File: src/rtl/reflet_irq_arbiter_pkg.sv
// Shared register map and line count for the reflet IRQ arbiter.
// Register addresses mirror the irqa_* defines used by the CPU-side software.
package reflet_irq_arbiter_pkg;

  localparam int n_lines = 4;

  typedef enum logic [2:0] {
    irqa_pending    = 3'd0,
    irqa_enable     = 3'd1,
    irqa_edge       = 3'd2,
    irqa_route      = 3'd3,
    irqa_claim_base = 3'd4
  } irqa_reg_e;

  function automatic logic is_claim_addr(input logic [2:0] addr);
    return addr[2];
  endfunction

endpackage

File: src/rtl/reflet_irq_sync.sv
// Three-flop synchroniser for one asynchronous IRQ line.
// level is the synchronised request; rise flags a fresh 0->1 transition.
module reflet_irq_sync
  import reflet_irq_arbiter_pkg::*;
(
  input  logic clk,
  input  logic reset,
  input  logic irq,
  output logic level,
  output logic rise
);

  logic sa;
  logic sb;
  logic sc;

  always_ff @(posedge clk) begin
    if (!reset) begin
      sa <= 1'b0;
      sb <= 1'b0;
      sc <= 1'b0;
    end else begin
      sa <= irq;
      sb <= sa;
      sc <= sb;
    end
  end

  assign level = sb;
  assign rise  = sb & ~sc;

endmodule

File: src/rtl/reflet_irq_arbiter.sv
// Interrupt arbiter: latches/masks n_src peripheral IRQs, routes them onto the
// four CPU ext_int lines, and records which source was taken on each ack.
module reflet_irq_arbiter
  import reflet_irq_arbiter_pkg::*;
#(
  parameter int wordsize = 16,
  parameter int n_src    = 8
) (
  input  logic                clk,
  input  logic                reset,
  input  logic [n_src-1:0]    irq_src,
  input  logic [2:0]          bus_addr,
  input  logic [wordsize-1:0] bus_wdata,
  input  logic                bus_we,
  input  logic                bus_re,
  output logic [wordsize-1:0] bus_rdata,
  output logic [n_lines-1:0]  ext_int,
  input  logic                int_ack,
  input  logic [1:0]          ack_line
);

  localparam int id_w = (n_src > 1) ? $clog2(n_src) : 1;

  logic [n_src-1:0]    level;
  logic [n_src-1:0]    rise;
  logic [n_src-1:0]    pending;
  logic [n_src-1:0]    pending_nxt;
  logic [n_src-1:0]    enable;
  logic [n_src-1:0]    edge_mode;
  logic [n_src-1:0]    cand;
  logic [n_src-1:0]    w1c;
  logic [n_src-1:0]    ack_clr;
  logic [2*n_src-1:0]  route;
  logic [n_lines-1:0]  line_req;
  logic [n_lines-1:0]  claim_vld;
  logic [id_w-1:0]     claim_id [n_lines];
  logic                found;
  logic [id_w-1:0]     winner;
  logic [wordsize-1:0] rdata_nxt;
  logic                unused_wdata;

  assign unused_wdata = ^bus_wdata;

  for (genvar s = 0; s < n_src; s++) begin : g_sync
    reflet_irq_sync u_sync (
      .clk   (clk),
      .reset (reset),
      .irq   (irq_src[s]),
      .level (level[s]),
      .rise  (rise[s])
    );
  end

  // Lowest-numbered eligible source on the line being entered wins.
  always_comb begin
    found  = 1'b0;
    winner = '0;
    cand   = '0;
    for (int s = n_src - 1; s >= 0; s--) begin
      cand[s] = pending[s] & enable[s] & (route[2*s +: 2] == ack_line);
      if (cand[s]) begin
        found  = 1'b1;
        winner = id_w'(s);
      end
    end
    ack_clr = (int_ack && found) ? (n_src'(1) << winner) : '0;
  end

  assign w1c = (bus_we && bus_addr == irqa_pending) ? bus_wdata[n_src-1:0] : '0;

  // A rise always re-sets the bit, so a clear racing a new event never loses it.
  always_comb begin
    pending_nxt = pending;
    for (int s = 0; s < n_src; s++) begin
      if (edge_mode[s])
        pending_nxt[s] = rise[s] | (pending[s] & ~w1c[s] & ~ack_clr[s]);
      else
        pending_nxt[s] = level[s];
    end
  end

  always_comb begin
    line_req = '0;
    for (int s = 0; s < n_src; s++)
      line_req[route[2*s +: 2]] = line_req[route[2*s +: 2]] | (pending[s] & enable[s]);
  end

  always_comb begin
    rdata_nxt = '0;
    case (bus_addr)
      irqa_pending: rdata_nxt[n_src-1:0]   = pending;
      irqa_enable:  rdata_nxt[n_src-1:0]   = enable;
      irqa_edge:    rdata_nxt[n_src-1:0]   = edge_mode;
      irqa_route:   rdata_nxt[2*n_src-1:0] = route;
      default: begin
        rdata_nxt[wordsize-1] = claim_vld[bus_addr[1:0]];
        rdata_nxt[id_w-1:0]   = claim_id[bus_addr[1:0]];
      end
    endcase
  end

  always_ff @(posedge clk) begin
    if (!reset) begin
      pending   <= '0;
      enable    <= '0;
      edge_mode <= '0;
      route     <= '0;
      ext_int   <= '0;
      bus_rdata <= '0;
    end else begin
      pending <= pending_nxt;
      ext_int <= line_req;
      if (bus_re)
        bus_rdata <= rdata_nxt;
      if (bus_we) begin
        case (bus_addr)
          irqa_enable: enable    <= bus_wdata[n_src-1:0];
          irqa_edge:   edge_mode <= bus_wdata[n_src-1:0];
          irqa_route:  route     <= bus_wdata[2*n_src-1:0];
          default:     ;
        endcase
      end
    end
  end

  // A new ack on the same line overrides a read-clear in the same cycle.
  always_ff @(posedge clk) begin
    if (!reset) begin
      claim_vld <= '0;
      for (int l = 0; l < n_lines; l++)
        claim_id[l] <= '0;
    end else begin
      if (bus_re && is_claim_addr(bus_addr))
        claim_vld[bus_addr[1:0]] <= 1'b0;
      if (int_ack) begin
        claim_vld[ack_line] <= found;
        claim_id[ack_line]  <= found ? winner : '0;
      end
    end
  end

endmodule

File: config.mk
export PLATFORM = sky130hd
export DESIGN_NAME = reflet_irq_arbiter
export DESIGN_NICKNAME = d
export VERILOG_FILES = /design/src/rtl/reflet_irq_arbiter_pkg.sv /design/src/rtl/reflet_irq_sync.sv /design/src/rtl/reflet_irq_arbiter.sv
export SDC_FILE = /design/constraint.sdc
export NUM_CORES = 1
export LEC_CHECK = 0
export BUFFER_PORTS_ARGS = -buffer_cell sky130_fd_sc_hd__buf_2
export CORE_UTILIZATION = 50
export CTS_BUF_LIST = sky130_fd_sc_hd__clkbuf_4 sky130_fd_sc_hd__clkbuf_8
export DETAILED_ROUTE_END_ITERATION = 6
export PLACE_DENSITY = 0.73
export SETUP_SLACK_MARGIN = 0.4
export SLEW_MARGIN = 0
export SYNTH_ARGS = -nofsm -noshare
export SYNTH_HDL_FRONTEND = slang
export SYNTH_SLANG_ARGS = --single-unit
File: constraint.sdc
create_clock -name clk -period 1.7 [get_ports clk]
set_input_delay 0.425 -clock clk [delete_from_list [all_inputs] [get_ports clk]]
set_output_delay 0.425 -clock clk [all_outputs]
set_load 0.005 [all_outputs]
==> impl_metrics.env, run 1 <==
export IMPL_synth_ff_type="dfxtp_1"
export IMPL_synth_top_area_frac=0.380
export IMPL_slew_violations=0
export IMPL_start_util=0.523
export IMPL_final_util=0.692
export IMPL_peakVddDrop_mv=0.542
export IMPL_cellLeakagePower_nw=2.48
export IMPL_drive_gt1_frac=0.405
export IMPL_place_gp_congestion=0.946
export IMPL_track_usage=0.286
export IMPL_root_buffer="clkbuf_8"
export IMPL_grt_pass1_wl_um=21000
export IMPL_num_antenna_cells=0
export IMPL_tightest_slew_ns=0.592
export IMPL_period_share=0.928
export IMPL_hold_viol_final=0
export IMPL_area_delta_synth_final_pct=32.2
export IMPL_critPathMaxStageDelay_ns=0.42
export IMPL_post_synth_top_area_cell="dfxtp_1"
export IMPL_cp_required_ns=1.83
export IMPL_worstSetupPathType="reg2reg"
export IMPL_cts_sinks=100
export IMPL_pin_count=54
export IMPL_die_area_um2=9650
export IMPL_syn_nets=532
export IMPL_grt_max_degree=53
export IMPL_path_clk_slew_ns=0.11
export IMPL_ys_types=50
export IMPL_ff2ff_path_depth=5
export IMPL_cts_buffers=9
export IMPL_core_um2=8850
export IMPL_syn_inst=498
export IMPL_fin_crit_ns=1.58
export IMPL_total_power_mw=4.53
export IMPL_worstHoldPathCells=2
export IMPL_tritoncts="built"
export IMPL_status="complete, but fails checks"
export IMPL_skew_ns=0.0149
export IMPL_syn_area_per_cell_um2=9.30
export IMPL_rsz0062_at_grt="true"
export IMPL_cap_violations=0
export IMPL_fmax_mhz=634
export IMPL_grt_pass1_vias=4089
export IMPL_synth_edf_count=12
export IMPL_crit_chain="xor2_2 > or3_4 > nand4_1 > nand2b_4 > nor2_2"
export IMPL_drtIter0Drc=208
export IMPL_power_density_nw_per_um2=739
export IMPL_placementRows=34
export IMPL_ys_seq_area_frac=0.458
export IMPL_dp_hpwl_um=9810
export IMPL_port_buffers=53
export IMPL_clk_latency_ns=0.37
export IMPL_antenna_found_initial=0
export IMPL_grt_remaining_overflow=0
export IMPL_crit_family="simple AND/OR/NAND/NOR gates"
export IMPL_via_per_inst=5.76
export IMPL_routed_wl_um=13100
export IMPL_critPathMaxFanout=4
export IMPL_ys_seq_elements=100
export IMPL_fillers=737
export IMPL_placed_area_um2=5520
export IMPL_timing_critical_path_buf_inv=0
export IMPL_first_pass_iters=7
export IMPL_seqCellArea_um2=2170
export IMPL_die_y_um=98.3
export IMPL_end_kind="register"
export IMPL_crit_arrival_ns=1.71
export IMPL_violations="DRC"
export IMPL_syn_area_um2=4630
export IMPL_critPathLaunchType="register"
export IMPL_synthTopCellsByArea="dfxtp_1, edfxtp_1, nand2_1, a21boi_0, mux4_2"
export IMPL_cts_buffer_depth=2
export IMPL_cpMaxStageDelayCell="or3_4"
export IMPL_detail_route_wl_per_cell_um=18.1
export IMPL_nets=644
export IMPL_relSlewSlack=0.605
export IMPL_hold_class="in2reg"
export IMPL_final_cell_area_um2=6120
export IMPL_multiInputGateArea_um2=2620
export IMPL_detail_route_antenna_nets=0
export IMPL_synthArstFlopShare=0
export IMPL_cts_max_level=3
export IMPL_vias=4168
export IMPL_path_depth=5
export IMPL_setup_violations=0
export IMPL_fp_dieW_um=98.3
export IMPL_yosysWarnings=0
export IMPL_drcViolationCount=1
## metal layers
layer / vias to the layer above / global-route usage / part of all wire
met5: - / 0 / 0
met1: 2031 / 0.373 / 0.44
met2: 136 / 0.473 / 0.49
met4: 0 / 0.107 / 0.024
met3: 27 / 0.0523 / 0.052
li1: 1974 / - / -
## what timing repair did
item / CTS / global route
buffers inserted: 8 / 7
pin swaps: 32 / 22
endpoints found under the setup margin: 57 / 35
hold buffers: 0 / 0
gates resized for setup: 70 / 31
## cells in the mapped netlist (2+ instances only)
cell type / count
nor2b_1: 26
a211oi_1: 2
or3_1: 2
mux2i_1: 3
a22o_1: 4
nand4_1: 12
and3b_1: 4
dfxtp_1: 88
nand3_1: 17
nor2_1: 20
nor3_1: 8
or2_2: 4
and2_1: 25
o311ai_0: 2
nand4b_1: 2
buf_2: 7
a21oi_1: 19
o21ai_0: 8
o22ai_1: 5
nand2_1: 95
o32ai_1: 2
inv_1: 7
edfxtp_1: 12
o211ai_1: 2
a221oi_1: 5
xor2_1: 4
mux4_2: 12
nor3b_1: 2
a21boi_0: 38
buf_6: 5
nand2b_1: 4
clkbuf_1: 19
xnor2_1: 12
a21o_1: 2
o211a_1: 4
## sequential cells by signal, indices dropped and copies added (netlist names)
signal,cells
claim_vld,4
enable,8
bus_rdata,16
g_sync.u_sync.sc,8
g_sync.u_sync.level,8
ext_int,4
g_sync.u_sync.sa,8
edge_mode,8
claim_id,12
route,16
pending,8
## power by group
part / total, mW / switching, mW / internal, mW
Combinational: 0.474 / 0.244 / 0.230
Sequential: 2.48 / 0.0352 / 2.45
Clock: 1.57 / 0.859 / 0.714
Total: 4.53 / 1.14 / 3.39
## cell families (layout without fill, tap and decap cells)
family,after synthesis,in the layout,share of synthesized area
DFF,100,100,0.458
AOI/OAI and AO/OA,103,103,0.160
buffers and inverters,38,155,0.0408
and+or+nand+nor,226,226,0.246
muxes,15,15,0.0648
xor gates and xnor gates,16,16,0.0303
## placed cells by master (no fill, tap or decap), types with 5 or more instances in the layout
master and count:
a21oi_1 13, nand2_1 89, a21boi_1 29, xnor2_1 5, xnor2_2 7, a21boi_0 9
buf_6 20, a21oi_2 5, nor2_1 14, mux4_2 12, clkbuf_8 9, buf_2 50
nand3_1 16, inv_1 6, edfxtp_1 12, nand4_1 12, nand2_2 6, dfxtp_4 5
dfxtp_2 20, buf_4 60, dfxtp_1 63, nor2_2 5, nor2b_1 25, and2_1 24
## path summary, 6_finish.rpt
| kind | end | startpoint | slack [ns] |
|---|---|---|---|
| hold / removal | g_sync[3].u_sync.sa$_SDFF_PN0_ | irq_src[3] | 0.26 |
| hold reg to reg | g_sync[1].u_sync.level$_SDFF_PN0_ | g_sync[1].u_sync.sa$_SDFF_PN0_ | 0.44 |
| setup / recovery | claim_id[1][2]$_SDFFCE_PN0P_ | route[0]$_SDFFE_PN0P_ | 0.12 |
| setup reg to reg | claim_id[1][2]$_SDFFCE_PN0P_ | route[0]$_SDFFE_PN0P_ | 0.12 |
## per-stage QoR
stage / instances / worst slack [ns] / setup TNS, ns / hold WS (ns)
detailed placement: 692 / -0.359 / -10.38 / 0.424
floorplan: 498 / -0.0385 / -0.181 / 0.412
finish: 723 / 0.122 / 0 / 0.260
CTS: 716 / 0.140 / 0 / 0.252
global route: 723 / 0.0802 / 0 / 0.250
global placement: 692 / -0.322 / -9.84 / 0.415
## final cells by class
cell class,instances,area share
Clock buffer,10,0.0215
Clock inverter,6,0.0116
Timing Repair Buffer,132,0.158
Sequential cell,100,0.354
Multi-Input combinational cell,360,0.428
Inverter,7,0.00552
Tap cell,108,0.0221
(Power assumes the default switching activity.)
==> run 2: changes to the inputs <==
--- a/config.mk
+++ b/config.mk
@@ -6,12 +6,13 @@
 export NUM_CORES = 1
 export LEC_CHECK = 0
 export BUFFER_PORTS_ARGS = -buffer_cell sky130_fd_sc_hd__buf_2
-export CORE_UTILIZATION = 50
+export CORE_UTILIZATION = 45
 export CTS_BUF_LIST = sky130_fd_sc_hd__clkbuf_4 sky130_fd_sc_hd__clkbuf_8
 export DETAILED_ROUTE_END_ITERATION = 6
-export PLACE_DENSITY = 0.73
+export PLACE_DENSITY = 0.66
 export SETUP_SLACK_MARGIN = 0.4
 export SLEW_MARGIN = 0
 export SYNTH_ARGS = -nofsm -noshare
 export SYNTH_HDL_FRONTEND = slang
+export SYNTH_HIERARCHICAL = 1
 export SYNTH_SLANG_ARGS = --single-unit
==> impl_metrics.env, run 2 <==
export IMPL_status="complete, but fails checks"
export IMPL_violations="setup timing"
export IMPL_critPathMaxStageDelay_ns=0.55
export IMPL_post_synth_top_count_cell="dfxtp_1"
export IMPL_top_regs="bus_rdata (16), route (16), claim_id (12)"
export IMPL_crit_chain="xnor2_1 > and3b_1 > or4_4 > o311ai_4 > buf_4 > o32ai_1"
export IMPL_start_util=0.462
export IMPL_routed_wl_um=13800
export IMPL_synth_top_area_frac=0.369
export IMPL_slew_violations=0
export IMPL_num_antenna_cells=0
export IMPL_fp_dieW_um=105
export IMPL_power_frac_comb=0.116
export IMPL_final_cell_mix="dfxtp_1, buf_4, nand2_1"
export IMPL_critPathMaxFanout=5
export IMPL_first_pass_iters=5
export IMPL_fmax_mhz=522
export IMPL_fin_cells=755
export IMPL_cts_max_level=3
export IMPL_ys_types=50
export IMPL_pin_count=54
export IMPL_grt_pass1_vias=4016
export IMPL_drive_gt1_frac=0.401
export IMPL_tritoncts="built"
export IMPL_detail_route_antenna_nets=0
export IMPL_path_depth=6
export IMPL_worstHoldPathCells=2
export IMPL_synth_ff_type="dfxtp_1"
export IMPL_synthTopCellsByCount="dfxtp_1, nand2_1, nor2b_1"
export IMPL_die_y_um=105
export IMPL_cap_violations=0
export IMPL_core_um2=10300
export IMPL_crit_family="simple AND/OR/NAND/NOR gates"
export IMPL_power_switching_mw=1.21
export IMPL_timing_critical_path_buf_inv=1
export IMPL_syn_inst=498
export IMPL_worstSetupPathType="reg2reg"
export IMPL_cpMaxStageDelayCell="or4_4"
export IMPL_synthArstFlopShare=0
export IMPL_root_buffer="clkbuf_8"
export IMPL_relSlewSlack=0.749
export IMPL_area_delta_synth_final_pct=32.8
export IMPL_synth_edf_count=12
export IMPL_grt_max_degree=45
export IMPL_cts_sinks=100
export IMPL_tightest_slew_ns=0.377
export IMPL_detail_route_wl_per_cell_um=18.2
export IMPL_skew_ns=0.0170
export IMPL_syn_area_um2=4770
export IMPL_drtIter0Drc=302
export IMPL_post_synth_top_area_cell="dfxtp_1"
export IMPL_synthTopCellsByArea="dfxtp_1, edfxtp_1, nor2b_1, mux4_2, nand2_1"
export IMPL_setup_violations=15
export IMPL_vias=4276
export IMPL_grt_pass1_wl_um=21100
export IMPL_hold_buffers=0
export IMPL_path_clk_slew_ns=0.11
export IMPL_post_place_ws_ns=-0.502
export IMPL_syn_area_per_cell_um2=9.59
export IMPL_critPathLaunchType="register"
export IMPL_period_share=1.13
export IMPL_internal_power_mw=3.27
export IMPL_seqPwrFrac=0.556
export IMPL_dp_hpwl_um=10100
export IMPL_cp_required_ns=1.95
export IMPL_antenna_found_initial=0
export IMPL_switching_share=0.271
export IMPL_cts_buffers=9
export IMPL_crit_arrival_ns=2.17
export IMPL_cellLeakagePower_nw=2.54
export IMPL_clk_latency_ns=0.37
export IMPL_yosysWarnings=6
export IMPL_port_buffers=53
export IMPL_final_common_cell="dfxtp_1"
export IMPL_hold_viol_final=0
export IMPL_ff2ff_path_depth=6
export IMPL_via_per_inst=5.66
export IMPL_fillers=896
export IMPL_syn_nets=532
export IMPL_track_usage=0.251
export IMPL_tns_ns=-1.79
export IMPL_placementRows=37
export IMPL_fin_ws_ns=-0.215
export IMPL_end_kind="register"
export IMPL_drcViolationCount=0
export IMPL_fin_crit_ns=1.92
export IMPL_total_power_mw=4.48
export IMPL_nets=648
export IMPL_grt_remaining_overflow=0
export IMPL_ys_seq_area_frac=0.444
export IMPL_place_gp_congestion=0.919
export IMPL_hold_class="in2reg"
export IMPL_ys_seq_elements=100
export IMPL_cts_buffer_depth=2
export IMPL_power_density_nw_per_um2=707
export IMPL_peakVddDrop_mv=0.452
export IMPL_rsz0062_at_grt="true"
export IMPL_final_util=0.614
export IMPL_dp_cells=724
export IMPL_die_area_um2=11000
export IMPL_power_frac_clock=0.328
-- run 2: cell types whose count changed after synthesis, moves of 5 or more --
cell and delta:
clkbuf_2 +6, nor2b_1 +19, nand2_1 -32, a21boi_0 -19
nor2_1 -5, a221oi_1 -5, buf_2 -5, a31oi_1 +6
nor2b_4 +8, mux2i_1 +16
-- run 2: path summary, 6_finish.rpt --
path                                        from                                 to  slack, ns
setup reg to reg           route[7]$_SDFFE_PN0P_            claim_vld[0]$_SDFF_PN0_      -0.22
hold reg to reg   g_sync[7].u_sync/sa$_SDFF_PN0_  g_sync[7].u_sync/level$_SDFF_PN0_       0.44
hold / removal                        irq_src[6]     g_sync[6].u_sync/sa$_SDFF_PN0_       0.25
setup / recovery           route[7]$_SDFFE_PN0P_            claim_vld[0]$_SDFF_PN0_      -0.22
-- run 2: what timing repair did --
item	in CTS	in global routing
setup endpoints to repair	68	50
pin swaps	21	15
buffers inserted	4	11
resized for setup	49	41
-- run 2: cells by family (layout without fill, tap and decap cells) --
logic type | Yosys count | in the layout | share of synthesized area
simple gates | 216 | 216 | 0.254
flops | 100 | 100 | 0.444
compound gates | 90 | 90 | 0.135
buf+inv | 45 | 166 | 0.0406
mux | 31 | 31 | 0.0972
xor+xnor | 16 | 16 | 0.0294
-- run 2: worst reg2reg max path, delay by kind of cell, from the launching register on --
family | cells | cell delay, ns
xor gates and xnor gates | 1 | 0.14
and+or+nand+nor | 2 | 0.74
DFF | 1 | 0.36
buffers and inverters | 1 | 0.18
AOI/OAI and AO/OA | 2 | 0.38
-- run 2: per-layer routing --
metal,share of wire,track usage
met1,0.41,0.324
met3,0.083,0.0493
met5,0,0
met2,0.49,0.431
met4,0.020,0.0614
-- run 2: per-stage QoR --
stage	hold slack, ns	cell area [um^2]
floorplan	0.406	5030
global placement	0.410	5740
detailed placement	0.411	5740
CTS	0.234	6110
global route	0.232	6340
finish	0.249	6340
-- run 2: power by group through the flow --
stage	sequential, mW	clock, mW	combinational, mW
2_1_floorplan	2.54	0	0.294
3_3_place_gp	2.54	0	0.453
3_5_place_dp	2.54	0	0.462
4_1_cts	2.49	1.51	0.485
5_1_grt	2.50	1.60	0.556
6_report	2.49	1.47	0.520
-- run 2: final cells by class --
cell class,instances,area [um^2],area share
multi-input combinational,353,2720,0.429
inverter,11,41.3,0.00651
clock buffer,9,124,0.0195
sequential,100,2160,0.340
timing repair buffer,139,1070,0.169
tap,136,170,0.0268
clock inverter,7,58.8,0.00927
